### config.mk
export PLATFORM = sky130hd
export DESIGN_NAME = reg_access_ctrl
export DESIGN_NICKNAME = d
export VERILOG_FILES = /design/src/rtl/reg_access_pkg.sv /design/src/rtl/reg_access_ctrl_scoreboard.sv /design/src/rtl/reg_access_ctrl.sv
export SDC_FILE = /design/constraint.sdc
export NUM_CORES = 1
export LEC_CHECK = 0
export CORE_MARGIN = 1.5
export CORE_UTILIZATION = 45
export DETAILED_ROUTE_END_ITERATION = 8
export GPL_ROUTABILITY_DRIVEN = 0
export PLACE_DENSITY_LB_ADDON = 0.15
export SKIP_CTS_REPAIR_TIMING = 1
export SLEW_MARGIN = 15
export SYNTH_ARGS = -nofsm -noshare
export SYNTH_HDL_FRONTEND = slang
export SYNTH_HIERARCHICAL = 1
export SYNTH_SLANG_ARGS = --single-unit
### constraint.sdc
create_clock -name clk -period 3.55 [get_ports clk]
set_input_delay 0.355 -clock clk [delete_from_list [all_inputs] [get_ports clk]]
set_output_delay 0.355 -clock clk [all_outputs]
set_load 0.02 [all_outputs]
### src/rtl/reg_access_pkg.sv
// Shared types and sizing for the register-access controller slice.
// Holds the FSM state encoding, default widths and the stall-counter helper.
package reg_access_pkg;

    localparam int DATA_W  = 32;
    localparam int REG_W   = 5;
    localparam int NREGS   = 32;
    localparam int STALL_W = 16;

    typedef enum logic [1:0] {
        IDLE,
        READ,
        CAPTURE,
        HOLD
    } state_t;

    function automatic logic [STALL_W-1:0] sat_inc(input logic [STALL_W-1:0] v);
        return (v == '1) ? v : v + 1'b1;
    endfunction

endpackage

### src/rtl/reg_access_ctrl_scoreboard.sv
// Busy-register scoreboard: one bit per architectural register, set when a
// writer is issued and cleared when its writeback is accepted.
module reg_scoreboard #(
    parameter int REG_W = reg_access_pkg::REG_W,
    parameter int NREGS = reg_access_pkg::NREGS
) (
    input  logic             clk,
    input  logic             rst,
    input  logic             i_set,
    input  logic [REG_W-1:0] i_set_idx,
    input  logic             i_clr,
    input  logic [REG_W-1:0] i_clr_idx,
    output logic [NREGS-1:0] o_busy
);

    logic [NREGS-1:0] r_busy;
    logic [NREGS-1:0] w_set_mask;
    logic [NREGS-1:0] w_clr_mask;

    // Register 0 is hard-wired, so it is never allowed to become busy.
    always_comb begin
        w_set_mask = '0;
        w_clr_mask = '0;
        if (i_set && (i_set_idx != '0)) begin
            w_set_mask[i_set_idx] = 1'b1;
        end
        if (i_clr) begin
            w_clr_mask[i_clr_idx] = 1'b1;
        end
    end

    always_ff @(posedge clk) begin
        if (rst) begin
            r_busy <= '0;
        end else begin
            r_busy <= (r_busy & ~w_clr_mask) | w_set_mask;
        end
    end

    assign o_busy = r_busy;

endmodule

### src/rtl/reg_access_ctrl.sv
// Register-file access controller: accepts decoded instructions, reads their
// operands from a registered-output register file and arbitrates writebacks.
module reg_access_ctrl #(
    parameter int DATA_W = reg_access_pkg::DATA_W,
    parameter int REG_W  = reg_access_pkg::REG_W
) (
    input  logic                                clk,
    input  logic                                rst,
    // decode side
    input  logic                                dec_valid,
    output logic                                dec_ready,
    input  logic [REG_W-1:0]                    dec_rs,
    input  logic [REG_W-1:0]                    dec_rt,
    input  logic [REG_W-1:0]                    dec_rd,
    input  logic                                dec_wen,
    // operand side
    output logic                                op_valid,
    input  logic                                op_ready,
    output logic [DATA_W-1:0]                   op_a,
    output logic [DATA_W-1:0]                   op_b,
    output logic [REG_W-1:0]                    op_rd,
    output logic                                op_wen,
    // writeback side
    input  logic                                wb_valid,
    output logic                                wb_ready,
    input  logic [REG_W-1:0]                    wb_rd,
    input  logic [DATA_W-1:0]                   wb_data,
    // register file side
    output logic [REG_W-1:0]                    rr1,
    output logic [REG_W-1:0]                    rr2,
    output logic [REG_W-1:0]                    wr,
    output logic [DATA_W-1:0]                   wd,
    output logic                                regwr,
    input  logic [DATA_W-1:0]                   rd1,
    input  logic [DATA_W-1:0]                   rd2,
    // status
    output logic [reg_access_pkg::STALL_W-1:0]  stall_cnt
);

    import reg_access_pkg::*;

    state_t               r_state;
    logic [REG_W-1:0]     r_rs;
    logic [REG_W-1:0]     r_rt;
    logic [REG_W-1:0]     r_rd;
    logic                 r_wen;
    logic                 r_op_valid;
    logic [DATA_W-1:0]    r_op_a;
    logic [DATA_W-1:0]    r_op_b;
    logic [REG_W-1:0]     r_op_rd;
    logic                 r_op_wen;
    logic [STALL_W-1:0]   r_stall_cnt;

    logic [NREGS-1:0]     w_busy;
    logic                 w_hazard;
    logic                 w_dec_fire;
    logic                 w_wb_fire;
    logic                 w_sb_set;

    reg_scoreboard #(
        .REG_W (REG_W),
        .NREGS (NREGS)
    ) u_scoreboard (
        .clk       (clk),
        .rst       (rst),
        .i_set     (w_sb_set),
        .i_set_idx (dec_rd),
        .i_clr     (w_wb_fire),
        .i_clr_idx (wb_rd),
        .o_busy    (w_busy)
    );

    // Hazard looks only at the registered busy bits; a writeback clearing a
    // bit this cycle is seen by decode one cycle later.
    assign w_hazard = w_busy[dec_rs] | w_busy[dec_rt] | (dec_wen & w_busy[dec_rd]);

    // The register file read port is busy in READ, so writebacks wait there.
    // Gating with rst keeps any write from landing during a reset cycle.
    assign wb_ready   = !rst && (r_state != READ);
    assign w_wb_fire  = wb_valid && wb_ready;

    // Writeback outranks decode: any pending writeback blocks acceptance.
    assign dec_ready  = !rst && (r_state == IDLE) && !wb_valid && !w_hazard;
    assign w_dec_fire = dec_valid && dec_ready;
    assign w_sb_set   = w_dec_fire && dec_wen;

    assign regwr = w_wb_fire;
    assign wr    = w_wb_fire ? wb_rd   : '0;
    assign wd    = w_wb_fire ? wb_data : '0;

    assign rr1 = (r_state == READ) ? r_rs : '0;
    assign rr2 = (r_state == READ) ? r_rt : '0;

    always_ff @(posedge clk) begin
        if (rst) begin
            r_state     <= IDLE;
            r_rs        <= '0;
            r_rt        <= '0;
            r_rd        <= '0;
            r_wen       <= 1'b0;
            r_op_valid  <= 1'b0;
            r_op_a      <= '0;
            r_op_b      <= '0;
            r_op_rd     <= '0;
            r_op_wen    <= 1'b0;
            r_stall_cnt <= '0;
        end else begin
            case (r_state)
                IDLE: begin
                    if (dec_valid && w_hazard) begin
                        r_stall_cnt <= sat_inc(r_stall_cnt);
                    end
                    if (w_dec_fire) begin
                        r_rs    <= dec_rs;
                        r_rt    <= dec_rt;
                        r_rd    <= dec_rd;
                        r_wen   <= dec_wen;
                        r_state <= READ;
                    end
                end
                READ: begin
                    r_state <= CAPTURE;
                end
                CAPTURE: begin
                    r_op_a     <= rd1;
                    r_op_b     <= rd2;
                    r_op_rd    <= r_rd;
                    r_op_wen   <= r_wen;
                    r_op_valid <= 1'b1;
                    r_state    <= HOLD;
                end
                HOLD: begin
                    if (op_ready) begin
                        r_op_valid <= 1'b0;
                        r_state    <= IDLE;
                    end
                end
                default: begin
                    r_state <= IDLE;
                end
            endcase
        end
    end

    assign op_valid  = r_op_valid;
    assign op_a      = r_op_a;
    assign op_b      = r_op_b;
    assign op_rd     = r_op_rd;
    assign op_wen    = r_op_wen;
    assign stall_cnt = r_stall_cnt;

endmodule

Yosys cells after proc, flatten, opt, wreduce, memory -nomap -nowiden
Index checks and enable logic that the tools add are counted.
{"block": "op_classes", "addsub": 1, "n_lt_le_gt_ge": 6, "eq_ne": 7, "mux": 21, "bitwise": 7, "n_reduce_logical": 21}
{"operator": "$mux 32", "n": 3}
{"operator": "$and 32x32->32", "n": 1}
{"operator": "$not 32->32", "n": 1}
{"operator": "$or 32x32->32", "n": 1}
{"operator": "$lt 5x6->1 const B", "n": 4}
{"operator": "$add 16x1->16 const B", "n": 1}
{"operator": "$eq 16x16->1 const B", "n": 1}
{"operator": "$bmux 1 s5", "n": 3}
{"operator": "$mux 5", "n": 3}
{"operator": "$logic_and 1x1->1", "n": 11}
{"operator": "$demux 1 s5", "n": 2}
{"operator": "$ge 5x1->1 const B", "n": 2}
{"operator": "$pmux 2 s4", "n": 1}
{"operator": "$mux 1", "n": 6}
{"operator": "$reduce_and 2->1", "n": 3}
{"operator": "$reduce_bool 5->1", "n": 1}
{"operator": "$eq 2x2->1 const B", "n": 2}
{"operator": "$mux 2", "n": 2}
{"operator": "$ne 2x2->1 const B", "n": 2}
{"operator": "$logic_not 1->1", "n": 3}
{"operator": "$reduce_and 3->1", "n": 1}
{"operator": "$eq 2x1->1 const B", "n": 1}
{"operator": "$logic_not 2->1", "n": 1}
{"operator": "$ne 2x1->1 const B", "n": 1}
{"operator": "5 further kinds", "n": 6}
{"block": "totals", "regBits": 137, "inputBits": 122, "output_inout_bits": 137, "wordCells": 75}

Longest topological paths before layout
{"block": "logic_depth", "ltp_word": 11, "mapped_depth": 12, "depth_no_buf": 9}

Hierarchy
The synthesis kept the hierarchy.
{"mod": "reg_access_ctrl", "n_inst": 1, "cells_per_inst": 586, "area_each_um2": 5387.7}
{"mod": "reg_scoreboard", "n_inst": 1, "cells_per_inst": 156, "area_each_um2": 1385.1}

Least setup slack after synthesis
No wires, ideal clock.
{"block": "synth_path", "kind": "input to register", "from": "input port dec_rd[1]", "to": "register u_scoreboard.r_busy[16] (netlist: u_scoreboard/o_busy[16])", "setup_ns": 0.069, "arrival_ns": 2.833, "t_required_ns": 3.481, "setup_slack_ns": 0.648, "stages": 11, "cell_sequence": "buf_6 mux4_1 mux4_2 nand2b_4 nand4_1 and4_1 buf_2 nand3_1 inv_1 or4b_4 o21ai_1"}
{"block": "synth_between", "elab_chain_len": 11, "word_cells_on_any_way": 17, "cone_classes": "order compare: 2; mux: 5; bitwise: 3; reduce/logical: 7"}
{"item": "from (decl)", "line": "reg_access_ctrl.sv:14", "source": "input logic [REG_W-1:0] dec_rd,"}
{"item": "$bmux 1 s5", "line": "reg_access_ctrl.sv:75", "source": "assign w_hazard = w_busy[dec_rs] | w_busy[dec_rt] | (dec_wen & w_busy[dec_rd]);"}
{"item": "$mux 1 (not written as such)", "line": "reg_access_ctrl.sv:75"}
{"item": "$and 1x1->1", "line": "reg_access_ctrl.sv:75"}
{"item": "$or 1x1->1", "line": "reg_access_ctrl.sv:75"}
{"item": "$logic_not 1->1", "line": "reg_access_ctrl.sv:83", "source": "assign dec_ready = !rst && (r_state == IDLE) && !wb_valid && !w_hazard;"}
{"item": "$logic_and 1x1->1", "line": "reg_access_ctrl.sv:83"}
{"item": "$logic_and 1x1->1", "line": "reg_access_ctrl.sv:84", "source": "assign w_dec_fire = dec_valid && dec_ready;"}
{"item": "$logic_and 1x1->1", "line": "reg_access_ctrl.sv:85", "source": "assign w_sb_set = w_dec_fire && dec_wen;"}
{"item": "named net w_sb_set", "line": "reg_access_ctrl.sv:58", "source": "logic w_sb_set;"}
{"item": "$logic_and 1x1->1", "line": "reg_access_ctrl_scoreboard.sv:24", "source": "if (i_set && (i_set_idx != '0)) begin"}
{"item": "$mux 32", "line": "reg_access_ctrl_scoreboard.sv:24"}
{"item": "$or 32x32->32", "line": "reg_access_ctrl_scoreboard.sv:36", "source": "r_busy <= (r_busy & ~w_clr_mask) | w_set_mask;"}
{"item": "to (signal assigned)", "line": "reg_access_ctrl_scoreboard.sv:36"}
{"item": "to (decl)", "line": "reg_access_ctrl_scoreboard.sv:16", "source": "logic [NREGS-1:0] r_busy;"}
The timed path passes the listed nets, and every way through them passes these cells. The select of a mux whose other input is x is not followed.
A chain may end at the register's enable or synchronous reset.

Worst setup path in the final report
{"block": "layout_path", "from": "input port dec_rd[2]", "to": "output port dec_ready"}
{"block": "layout_between", "elab_chain_len": 6}
{"item": "$bmux 1 s5", "line": "reg_access_ctrl.sv:75"}
{"item": "$mux 1 (not written as such)", "line": "reg_access_ctrl.sv:75"}
{"item": "$and 1x1->1", "line": "reg_access_ctrl.sv:75"}
{"item": "$or 1x1->1", "line": "reg_access_ctrl.sv:75"}
{"item": "$logic_not 1->1", "line": "reg_access_ctrl.sv:83"}
{"item": "$logic_and 1x1->1", "line": "reg_access_ctrl.sv:83"}
{"item": "to (decl)", "line": "reg_access_ctrl.sv:11", "source": "output logic dec_ready,"}
Every way passes these cells. The select of a mux whose other input is x is not followed.

==> flow_summary.yaml <==
worst_setup_path:
  cp_common_cell: "mux4_2"
  worstSetupStartpointType: "input port"
  crit_type: "input port to output pin"
  path_cells: "clkdlybuf4s50_1, mux4_2, mux4_2, nand2b_4, nand4_1, and4_1, and2_1, dlymetal6s2s_1"
  cp_top_family: "buffers and inverters"
  crit_fanout: 5
  slowest_delay_ns: 0.62
  crit_slowest_cell: "clkdlybuf4s50_1"
  crit_arrival_ns: 2.74
  worstPathRequired_ns: 3.19
  critPathCaptureType: "output pin"
  crit_buf_inv: 2
power_and_ir_drop:
  comb_power_share: 0.278
  power.total_mw: 4.93
  switching_share: 0.297
  p_sw_mw: 1.46
  p_leak_nw: 3.84
  internal_power_mw: 3.46
  peakVddDrop_uv: 390
  p_per_area_mw_per_mm2: 483
  power_frac_seq: 0.349
  clockPowerShare: 0.373
clock_tree:
  cts_sinks: 137
  clkTransAtPathRegs_ns: 0.06
  tritoncts: "done"
  clock_path_buffers: 2
  cts_root_buffer: "clkbuf_16"
  cts_buffers: 17
  insertion_delay_ns: 0.41
  h-tree-depth: 4
sta:
  setup_viol: 0
  fin_crit_sh: 0.871
  skew_ns: 0.00519
  worst_pin_slew_ns: 0.671
  maxSlewViolCount: 0
  post-route-min-period_ns: 3.09
  relSlewSlack: 0.553
  rsz0062_at_grt: "no"
  clock.fmax_mhz: 324
  hold_viol: 0
cells_and_area:
  n_antenna_cell: 0
  final_cells: 1193
  multi_input_area_mm2: 0.00379
  fin_util: 0.700
  register_area_mm2: 0.00274
  nFillCells: 1170
  drive_above_1_share: 0.0753
  nets: 1124
  syn2layout_area_growth_pct: 50.7
floorplanning:
  core_area_mm2: 0.0146
  num_rows: 44
  io_pins: 259
  die-area_mm2: 0.0158
  die_h_um: 126
  start_util: 0.464
  fp.dieW_um: 126
synth:
  yosysTopAreaCell: "dfxtp_1"
  synth_edf_count: 0
  async_flop_share: 0
  synth_top_area_frac: 0.405
  synth_top_flop_cell: "dfxtp_1"
  synth_seq_cells: 137
  synth_warnings: 6
  synth_area_per_cell_um2: 9.13
  syn_nets: 870
  synthCells: 742
  yosysSeqAreaShare: 0.405
  netlist_area_mm2: 0.00677
  synth_cell_types: 48
  yosys-top-cells-area: "dfxtp_1, mux2i_1, nor2_1, and3_1, o21ai_0"
routing:
  ant_nets: 0
  vias_per_cell: 5.47
  vias: 6525
  first_iter_violations: 403
  firstDrtPassIters: 5
  wl_per_cell_um: 16.7
  drc: 0
  wl_um: 19900
grt:
  track_usage: 0.248
  grt-ovfl-total: 0
  grt_pass1_wl_um: 31500
  grt_antenna_before_repair: 0
  grt_max_degree: 68
  grt_pass1_vias: 6158
placed_design:
  dp_hpwl_um: 14600
  port_buffers: 258
  placed_cells: 1161
job:
  cap_violations: 0
min_path:
  hp-class: "input port to register"
outcome:
  status: "complete, no violations"
worst register-to-register path: cells and delay by family, from the launching register on:
kind	cells	cell delay, ns
and+or+nand+nor	5	1.20
buffers and inverters	2	0.26
muxes	2	1.00
AOI/OAI and AO/OA	1	0.16
DFF	1	0.34
cells in the mapped netlist, types with 2 or more instances:
cell / number
or3_1: 6
o311ai_1: 2
buf_4: 2
mux2i_1: 106
o21ai_1: 38
or3b_1: 5
nor2_1: 91
mux2_4: 3
a22oi_1: 8
mux4_1: 6
a211oi_1: 3
o31ai_1: 4
nor3_2: 3
xor2_1: 3
nor2b_1: 28
nand3b_1: 9
nand4_1: 5
buf_6: 2
clkbuf_1: 29
mux4_2: 3
dfxtp_1: 137
inv_1: 10
ha_1: 6
buf_2: 8
buf_1: 7
and2_1: 15
nand2_1: 18
and2b_1: 10
nand2b_1: 6
nand3_1: 34
nand4bb_1: 2
and4_1: 4
or4_1: 4
a21oi_1: 31
o21ai_0: 44
and3_1: 38
registers in the layout, indices dropped and copies added (netlist names):
name,cells
op_a,32
op_b,32
op_rd,5
op_valid,1
op_wen,1
r_rd,5
r_rs,5
r_rt,5
r_state,2
r_wen,1
stall_cnt,16
u_scoreboard/o_busy,32
area by class of cell:
| class | count | area share |
|---|---|---|
| clock buffer | 19 | 0.0444 |
| clock inverter | 13 | 0.0162 |
| inverter | 10 | 0.00368 |
| multi-input combinational | 547 | 0.372 |
| sequential | 137 | 0.269 |
| tap | 184 | 0.0226 |
| timing repair buffer | 283 | 0.273 |
per-stage QoR:
stage | worst slack, ns | hold WS (ns) | cell area [um^2] | setup TNS, ns
after detailed placement | -0.210 | 0.467 | 9590 | -1.88
final | 0.459 | 0.353 | 10200 | 0
after global routing | 0.375 | 0.354 | 10200 | 0
after CTS | -0.229 | 0.339 | 10200 | -0.229
after floorplan | 0.648 | 0.449 | 6770 | 0
after global placement | -0.119 | 0.457 | 9590 | -0.754
cell families after synthesis:
| group | after synthesis | synth area share |
|---|---|---|
| muxes | 118 | 0.197 |
| xor gates and xnor gates | 4 | 0.00517 |
| buffers and inverters | 58 | 0.0369 |
| and+or+nand+nor | 285 | 0.231 |
| DFF | 137 | 0.405 |
| AOI/OAI and AO/OA | 134 | 0.114 |
| adders and majority gates | 6 | 0.0111 |
placed cells by master (no fill, tap or decap), drive strengths merged, types with 9 or more instances in the layout:
master / count
mux4: 9
and2b: 10
clkdlybuf4s50: 255
nand3: 34
o21ai: 82
nor2: 91
a21oi: 31
nor2b: 28
dfxtp: 137
nand3b: 9
clkbuf: 19
and3: 38
inv: 14
nand2: 18
buf: 26
mux2i: 106
and2: 15
routing by layer:
layer  up-vias  GRT usage  part of all wire
met3        33     0.0595             0.072
met2       310      0.417              0.49
met5         -          0                 0
met1      3012      0.308              0.42
met4         0     0.0989             0.022
li1       3170          -                 -
worst paths after layout:
| check | startpoint | end | slack [ns] | depth (start not counted) |
|---|---|---|---|---|
| min | rst | r_state[1] | 0.35 | 2 |
| max | dec_rd[2] | dec_ready | 0.46 | 8 |
| max reg2reg | u_scoreboard/o_busy[26] | u_scoreboard/o_busy[4] | 0.52 | 10 |
| min reg2reg | r_rd[0] | r_rd[0] | 0.47 | 2 |
power by group through the flow:
stage	logic, mW	registers [mW]	clock network, mW
2_1_floorplan	0.656	1.87	0
3_3_place_gp	1.36	1.75	0
5_1_grt	1.47	1.73	1.94
3_5_place_dp	1.38	1.75	0
4_1_cts	1.38	1.72	1.87
6_report	1.37	1.72	1.84
(Power assumes the default switching activity.)
